## src/rtl/pipe_run_monitor_if.sv

```systemverilog
// pipe_run_monitor_if: core observation, status and store-log signals of the run monitor
interface pipe_run_monitor_if #(parameter int ADDR_W = 32, parameter int DATA_W = 32);
  logic              start;
  logic [ADDR_W-1:0] pc;
  logic [DATA_W-1:0] inst;
  logic              mem_write;
  logic [ADDR_W-1:0] mem_addr;
  logic [DATA_W-1:0] mem_wdata;
  logic              core_rst;
  logic              running;
  logic              done;
  logic              pass;
  logic              timeout;
  logic [31:0]       cycle_count;
  logic [15:0]       store_count;
  logic              log_valid;
  logic              log_ready;
  logic [ADDR_W-1:0] log_addr;
  logic [DATA_W-1:0] log_data;
  logic              log_overflow;
  modport master (
    output start, pc, inst, mem_write, mem_addr, mem_wdata, log_ready,
    input  core_rst, running, done, pass, timeout, cycle_count, store_count,
           log_valid, log_addr, log_data, log_overflow
  );
  modport slave (
    input  start, pc, inst, mem_write, mem_addr, mem_wdata, log_ready,
    output core_rst, running, done, pass, timeout, cycle_count, store_count,
           log_valid, log_addr, log_data, log_overflow
  );
endinterface

```

## src/rtl/pipe_run_monitor.sv

```systemverilog
// pipe_run_monitor: drives core reset, times the run, detects halt/timeout, checks signature, logs stores
module pipe_run_monitor #(
  parameter int                ADDR_W       = 32,
  parameter int                DATA_W       = 32,
  parameter int                RESET_CYCLES = 2,
  parameter int                MAX_CYCLES   = 400,
  parameter logic [DATA_W-1:0] HALT_INST    = 32'hFC000000,
  parameter int                HALT_STABLE  = 4,
  parameter logic [ADDR_W-1:0] SIG_ADDR     = 32'd2000,
  parameter logic [DATA_W-1:0] SIG_EXPECT   = 32'd0,
  parameter int                LOG_DEPTH    = 8
) (
  input logic             clk,
  input logic             rst,
  pipe_run_monitor_if.slave bus
);
  localparam int PW = $clog2(LOG_DEPTH);
  localparam int RW = $clog2(RESET_CYCLES + 1);
  localparam int SW = $clog2(HALT_STABLE + 1);
  typedef enum logic [1:0] {IDLE, RESET, RUN, DONE} state_t;
  state_t                   state_q;
  logic [RW-1:0]            rcnt_q;
  logic [SW-1:0]            stab_q, stab_d;
  logic [ADDR_W-1:0]        pc_prev_q;
  logic [31:0]              cyc_q;
  logic [15:0]              st_q;
  logic                     sig_seen_q, sig_ok_q, timeout_q, overflow_q;
  logic                     core_rst_q, running_q, done_q;
  logic [ADDR_W+DATA_W-1:0] mem_q [LOG_DEPTH];
  logic [PW-1:0]            wp_q, rp_q;
  logic [PW:0]              occ_q;
  logic                     same, halt, tmo, cap, pop, push, drop, enter;
  always_comb begin
    same   = bus.pc == pc_prev_q;
    stab_d = same ? stab_q + SW'(1) : '0;
    halt   = running_q & ((bus.inst == HALT_INST) | (same & (stab_q == SW'(HALT_STABLE - 1))));
    tmo    = running_q & ~halt & (cyc_q == 32'(MAX_CYCLES - 1));
    cap    = running_q & bus.mem_write;
    pop    = (occ_q != '0) & bus.log_ready;
    // a full FIFO still accepts a store when its head leaves in the same cycle
    push   = cap & ((occ_q != (PW+1)'(LOG_DEPTH)) | pop);
    drop   = cap & ~push;
    enter  = bus.start & ((state_q == IDLE) | (state_q == DONE));
  end
  always_ff @(posedge clk) begin
    if (rst) begin
      state_q    <= IDLE;
      rcnt_q     <= '0;
      stab_q     <= '0;
      pc_prev_q  <= '0;
      cyc_q      <= '0;
      st_q       <= '0;
      sig_seen_q <= 1'b0;
      sig_ok_q   <= 1'b0;
      timeout_q  <= 1'b0;
      overflow_q <= 1'b0;
      core_rst_q <= 1'b1;
      running_q  <= 1'b0;
      done_q     <= 1'b0;
      wp_q       <= '0;
      rp_q       <= '0;
      occ_q      <= '0;
    end else begin
      pc_prev_q <= bus.pc;
      if (enter) begin
        state_q    <= RESET;
        rcnt_q     <= '0;
        stab_q     <= '0;
        cyc_q      <= '0;
        st_q       <= '0;
        sig_seen_q <= 1'b0;
        sig_ok_q   <= 1'b0;
        timeout_q  <= 1'b0;
        overflow_q <= 1'b0;
        core_rst_q <= 1'b1;
        done_q     <= 1'b0;
        wp_q       <= '0;
        rp_q       <= '0;
        occ_q      <= '0;
      end else begin
        if (push) begin
          mem_q[wp_q] <= {bus.mem_addr, bus.mem_wdata};
          wp_q        <= wp_q + PW'(1);
        end
        if (pop) rp_q <= rp_q + PW'(1);
        occ_q <= occ_q + (PW+1)'(push) - (PW+1)'(pop);
        if (drop) overflow_q <= 1'b1;
        if (state_q == RESET) begin
          if (rcnt_q == RW'(RESET_CYCLES - 1)) begin
            state_q    <= RUN;
            running_q  <= 1'b1;
            core_rst_q <= 1'b0;
          end else rcnt_q <= rcnt_q + RW'(1);
        end
        if (state_q == RUN) begin
          stab_q <= stab_d;
          if (cap) begin
            st_q <= st_q + 16'(st_q != 16'hFFFF);
            if (bus.mem_addr == SIG_ADDR) begin
              sig_seen_q <= 1'b1;
              sig_ok_q   <= bus.mem_wdata == SIG_EXPECT;
            end
          end
          if (halt | tmo) begin
            state_q    <= DONE;
            running_q  <= 1'b0;
            done_q     <= 1'b1;
            core_rst_q <= 1'b1;
            timeout_q  <= tmo;
          end else cyc_q <= cyc_q + 32'd1;
        end
      end
    end
  end
  assign bus.core_rst                  = core_rst_q;
  assign bus.running                   = running_q;
  assign bus.done                      = done_q;
  assign bus.pass                      = done_q & sig_seen_q & sig_ok_q & ~timeout_q;
  assign bus.timeout                   = timeout_q;
  assign bus.cycle_count               = cyc_q;
  assign bus.store_count               = st_q;
  assign bus.log_valid                 = occ_q != '0;
  assign {bus.log_addr, bus.log_data}  = mem_q[rp_q];
  assign bus.log_overflow              = overflow_q;
endmodule
```

## src/flat_wrapper.sv

```systemverilog
// flat-port wrapper written by rule: the top's interface ports become plain ports
module pipe_run_monitor_flat 
#(
  parameter int                ADDR_W       = 32,
  parameter int                DATA_W       = 32,
  parameter int                RESET_CYCLES = 2,
  parameter int                MAX_CYCLES   = 400,
  parameter logic [DATA_W-1:0] HALT_INST    = 32'hFC000000,
  parameter int                HALT_STABLE  = 4,
  parameter logic [ADDR_W-1:0] SIG_ADDR     = 32'd2000,
  parameter logic [DATA_W-1:0] SIG_EXPECT   = 32'd0,
  parameter int                LOG_DEPTH    = 8
)
  (clk, rst, bus_start, bus_pc, bus_inst, bus_mem_write, bus_mem_addr, bus_mem_wdata, bus_log_ready, bus_core_rst, bus_running, bus_done, bus_pass, bus_timeout, bus_cycle_count, bus_store_count, bus_log_valid, bus_log_addr, bus_log_data, bus_log_overflow);
  pipe_run_monitor_if #(.ADDR_W(ADDR_W), .DATA_W(DATA_W)) bus_i ();
  input logic clk;
  input logic rst;
  input wire logic [$bits(bus_i.start)-1:0] bus_start;
  input wire logic [$bits(bus_i.pc)-1:0] bus_pc;
  input wire logic [$bits(bus_i.inst)-1:0] bus_inst;
  input wire logic [$bits(bus_i.mem_write)-1:0] bus_mem_write;
  input wire logic [$bits(bus_i.mem_addr)-1:0] bus_mem_addr;
  input wire logic [$bits(bus_i.mem_wdata)-1:0] bus_mem_wdata;
  input wire logic [$bits(bus_i.log_ready)-1:0] bus_log_ready;
  output wire logic [$bits(bus_i.core_rst)-1:0] bus_core_rst;
  output wire logic [$bits(bus_i.running)-1:0] bus_running;
  output wire logic [$bits(bus_i.done)-1:0] bus_done;
  output wire logic [$bits(bus_i.pass)-1:0] bus_pass;
  output wire logic [$bits(bus_i.timeout)-1:0] bus_timeout;
  output wire logic [$bits(bus_i.cycle_count)-1:0] bus_cycle_count;
  output wire logic [$bits(bus_i.store_count)-1:0] bus_store_count;
  output wire logic [$bits(bus_i.log_valid)-1:0] bus_log_valid;
  output wire logic [$bits(bus_i.log_addr)-1:0] bus_log_addr;
  output wire logic [$bits(bus_i.log_data)-1:0] bus_log_data;
  output wire logic [$bits(bus_i.log_overflow)-1:0] bus_log_overflow;
  assign bus_i.start = bus_start;
  assign bus_i.pc = bus_pc;
  assign bus_i.inst = bus_inst;
  assign bus_i.mem_write = bus_mem_write;
  assign bus_i.mem_addr = bus_mem_addr;
  assign bus_i.mem_wdata = bus_mem_wdata;
  assign bus_i.log_ready = bus_log_ready;
  assign bus_core_rst = bus_i.core_rst;
  assign bus_running = bus_i.running;
  assign bus_done = bus_i.done;
  assign bus_pass = bus_i.pass;
  assign bus_timeout = bus_i.timeout;
  assign bus_cycle_count = bus_i.cycle_count;
  assign bus_store_count = bus_i.store_count;
  assign bus_log_valid = bus_i.log_valid;
  assign bus_log_addr = bus_i.log_addr;
  assign bus_log_data = bus_i.log_data;
  assign bus_log_overflow = bus_i.log_overflow;
  pipe_run_monitor #(.ADDR_W(ADDR_W), .DATA_W(DATA_W), .RESET_CYCLES(RESET_CYCLES), .MAX_CYCLES(MAX_CYCLES), .HALT_INST(HALT_INST), .HALT_STABLE(HALT_STABLE), .SIG_ADDR(SIG_ADDR), .SIG_EXPECT(SIG_EXPECT), .LOG_DEPTH(LOG_DEPTH)) u_core (.clk(clk), .rst(rst), .bus(bus_i));
endmodule
```

## config.mk

```make
export PLATFORM = sky130hd
export DESIGN_NAME = pipe_run_monitor_flat
export DESIGN_NICKNAME = d
export VERILOG_FILES = /design/src/rtl/pipe_run_monitor_if.sv /design/src/rtl/pipe_run_monitor.sv /design/src/flat_wrapper.sv
export SDC_FILE = /design/constraint.sdc
export NUM_CORES = 1
export LEC_CHECK = 0
export ABC_CLOCK_PERIOD_IN_PS = 10650
export CORE_AREA = 10 10 219 221
export DETAILED_ROUTE_END_ITERATION = 16
export DIE_AREA = 0 0 229 231
export MAX_ROUTING_LAYER = met4
export PLACE_DENSITY = 0.88
export SYNTH_ARGS = -nofsm -noshare
export SYNTH_HDL_FRONTEND = slang
export SYNTH_SLANG_ARGS = --single-unit
```

## constraint.sdc

```tcl
create_clock -name clk -period 10.65 [get_ports clk]
set_input_delay 1.065 -clock clk [delete_from_list [all_inputs] [get_ports clk]]
set_output_delay 1.065 -clock clk [all_outputs]
set_load 0.005 [all_outputs]
```

==> impl_metrics.py <==
metrics = {
    "status": {
        "status": "finished, final reports clean",
    },
    "worst_setup_path": {
        "r2r_cells": 8,
        "path_cells": "buf_4, mux4_2, mux2_2, clkdlybuf4s50_1",
        "crit_end": "bus_log_data[2]",
        "worstPathArrival_ns": 3.79,
        "cp_data_required_time_ns": 9.59,
        "cpPeakStageDelay_ns": 0.88,
        "r2r-end": "u_core.mem_q[1][11]",
        "criticalPathCategory": "reg -> out",
        "r2r_start": "u_core.occ_q[2]",
        "ff2ff_setup_slack_ns": 7.28,
        "slowest_stage": "buf_4",
        "cp-start-kind": "flop",
        "crit_path_end_kind": "output pin",
        "crit_fanout": 51,
    },
    "pwr": {
        "power.density_mw_per_mm2": 175,
        "ir_drop_uv": 114,
        "p_int_mw": 4.05,
        "p_sw_mw": 1.08,
        "clkPwrFrac": 0.390,
        "switching_share": 0.211,
        "pwr-share-comb": 0.092,
        "seqPwrFrac": 0.518,
        "p_leak_nw": 9.11,
    },
    "sta": {
        "final-hold-violation-count": 0,
        "fin_worst_skew_ns": 0.0240,
        "min_period_ns": 4.85,
        "worst_pin_slew_ns": 1.11,
        "rsz0062_at_grt": "false",
        "period_share": 0.455,
        "max_freq_mhz": 206,
        "slew_violations": 0,
        "tns_ns": 0,
        "whs_ns": 0.473,
        "worst_slew_margin_rel": 0.259,
        "setup_viol": 0,
    },
    "grt": {
        "grt_antenna_before_repair": 7,
        "grt_overflow_total": 0,
        "grt_pass1_vias": 13957,
        "grt_pass1_wl_mm": 82.8,
        "grt_usage": 0.209,
        "grt_max_degree": 67,
    },
    "clock_tree": {
        "cts-resized-gates": 0,
        "ctsHtreeMaxLevel": 2,
        "cts_setup_buffers": 0,
        "path_clk_slew_ns": 0.06,
        "clock_sinks": 619,
        "cts_buffers": 59,
        "clk-insertion-delay-late_ns": 0.62,
        "cts_tree": "built",
        "cts_buffer_depth": 3,
        "root_buffer": "clkbuf_16",
        "hold_buffers": 0,
    },
    "finish": {
        "drive_gt1_frac": 0.193,
        "nNetsFinal": 1730,
        "fin_cells": 2226,
        "fillers": 2825,
        "syn2layout_area_growth_pct": 20.9,
    },
    "route": {
        "top_layer_used": "met4",
        "vias": 13035,
        "met1Wirelength_mm": 22.1,
        "met2_length_mm": 27.1,
        "drt_iter0_drc": 1173,
        "ant_nets": 0,
        "drc": 0,
        "firstDrtPassIters": 5,
        "wl_met3_mm": 3.81,
        "wl_per_cell_um": 24.2,
        "wirelength_mm": 53.9,
        "viasPerCell": 5.86,
    },
    "floorplan": {
        "rows": 77,
        "pin_count": 252,
        "die_w_um": 229,
        "core_area_mm2": 0.0437,
        "die_h_um": 231,
        "start_util": 0.553,
        "dieArea_mm2": 0.0529,
    },
    "placement": {
        "place.gp.congestion": 0.804,
        "hpwlAfterDp_mm": 31.6,
        "port_buffers": 251,
        "dp_cells": 2111,
    },
    "synthesis": {
        "synth_common_cells": "edfxtp_1 (512), mux4_2 (128), dfxtp_1 (107)",
        "yosys.cell_types.count": 59,
        "synth_area_leader_cell": "edfxtp_1",
        "avgSynthCellArea_um2": 18.5,
        "synth_top_area_frac": 0.635,
        "ys_warn_count": 0,
        "synth_cells": 1309,
        "async_flop_share": 0,
        "yosys_register_bits": 619,
        "syn-cell-area_mm2": 0.0242,
        "ys.flop_type": "edfxtp_1",
        "synth_edf_count": 512,
        "synthTopCellsByArea": "edfxtp_1 (64%), mux4_2 (12%), dfxtp_1 (8.9%), mux2_2 (3.1%), xor2_1 (1.8%)",
        "synth_nets": 1459,
        "synth_seq_area_share": 0.724,
        "synthMostInstantiatedCell": "edfxtp_1",
    },
    "flow_run": {
        "drv_cap": 0,
    },
    "min_path": {
        "hold_class": "reg -> reg",
    },
}
-- power groups by stage --
stage / clock, mW / sequential (mW) / combinational [mW]
floorplan: 0 / 2.69 / 0.291
global placement: 0 / 2.71 / 0.466
detailed placement: 0 / 2.71 / 0.477
CTS: 2.04 / 2.66 / 0.482
global route: 2.13 / 2.66 / 0.515
finish: 2.00 / 2.66 / 0.472
-- through the flow --
step,instance area (um2),worst slack (ns),total power [mW],util
after floorplan,24200,3.89,2.98,-
after global placement,27400,6.37,3.18,0.626
after detailed placement,27400,6.32,3.19,0.626
after CTS,29200,5.63,5.18,0.668
after global routing,29300,5.46,5.31,0.669
final,29300,5.80,5.13,0.669
-- flip-flops by register name (all words and copies together) (netlist names), 2 cells and up, named ones only --
name	count
u_core.bus.cycle_count	32
u_core.bus.store_count	16
u_core.mem_q	512
u_core.occ_q	4
u_core.pc_prev_q	32
u_core.rcnt_q	2
u_core.rp_q	3
u_core.stab_q	3
u_core.state_q	2
u_core.wp_q	3
-- critical path, delay by kind of cell, from the launching register on --
family | cells | cell delay [ns]
multiplexers | 2 | 0.88
flip-flops | 1 | 0.80
buffers and inverters | 2 | 1.44
-- metal layers --
| layer | vias to the layer above | track usage |
|---|---|---|
| met3 | 68 | 0.0525 |
| met4 | 0 | 0.0590 |
| met1 | 6672 | 0.259 |
| li1 | 5793 | - |
| met5 | - | - |
| met2 | 502 | 0.337 |
-- worst min-delay path by stage --
stage | from | to | slack [ns] | depth (start not counted)
2_1_floorplan | u_core.sig_seen_q | u_core.sig_seen_q | 0.43 | 2
6_report | u_core.stab_q[2] | u_core.stab_q[2] | 0.47 | 2
3_3_place_gp | u_core.rp_q[1] | flop | 0.45 | 2
3_5_place_dp | u_core.stab_q[2] | u_core.stab_q[2] | 0.47 | 2
4_1_cts | u_core.stab_q[2] | u_core.stab_q[2] | 0.48 | 2
5_1_grt | u_core.stab_q[2] | u_core.stab_q[2] | 0.50 | 2
-- placed cells by master (no fill, tap or decap), types with 6 or more instances in the layout --
master           Yosys  layout
and3_1               7       7
ha_1                16      16
clkbuf_1            34      15
nor4_1              27      27
buf_4                1      13
xor2_1              49      49
a21oi_1             36      36
nand4_1             16      16
dfxtp_1            107     104
nand3_1             19      19
mux2_2              66      66
o21ai_1              9       9
o21ai_0             14      14
clkinv_1             0      16
nor2_1              52      46
nor2b_1             33      33
nor2_4               0       6
o31ai_1              6       6
nand2_1             35      35
diode_2              0       7
clkdlybuf4s50_1      0     251
clkbuf_16            0      59
or3_1               23      23
inv_1               24      24
mux4_2             128     128
edfxtp_1           512     512
or4_1                6       6
-- cell families after synthesis --
group           count (synthesis)  share of synthesized area
buf+inv                        79                     0.0132
xor+xnor                       54                     0.0195
flops                         619                      0.724
simple gates                  258                     0.0606
compound gates                 83                     0.0219
fa+ha+maj                      17                    0.00910
mux                           199                      0.152
-- final cells by class --
cell class | count | area [um2] | share of cell area
antenna | 7 | 17.5 | 0.000599
tap | 592 | 741 | 0.0253
sequential | 619 | 17500 | 0.599
clock buffer | 74 | 1530 | 0.0524
timing repair buffer | 264 | 2610 | 0.0892
multi-input combinational | 611 | 6420 | 0.220
inverter | 25 | 93.8 | 0.00321
clock inverter | 34 | 310 | 0.0106
No activity file was read; power rests on OpenSTA's default activity.
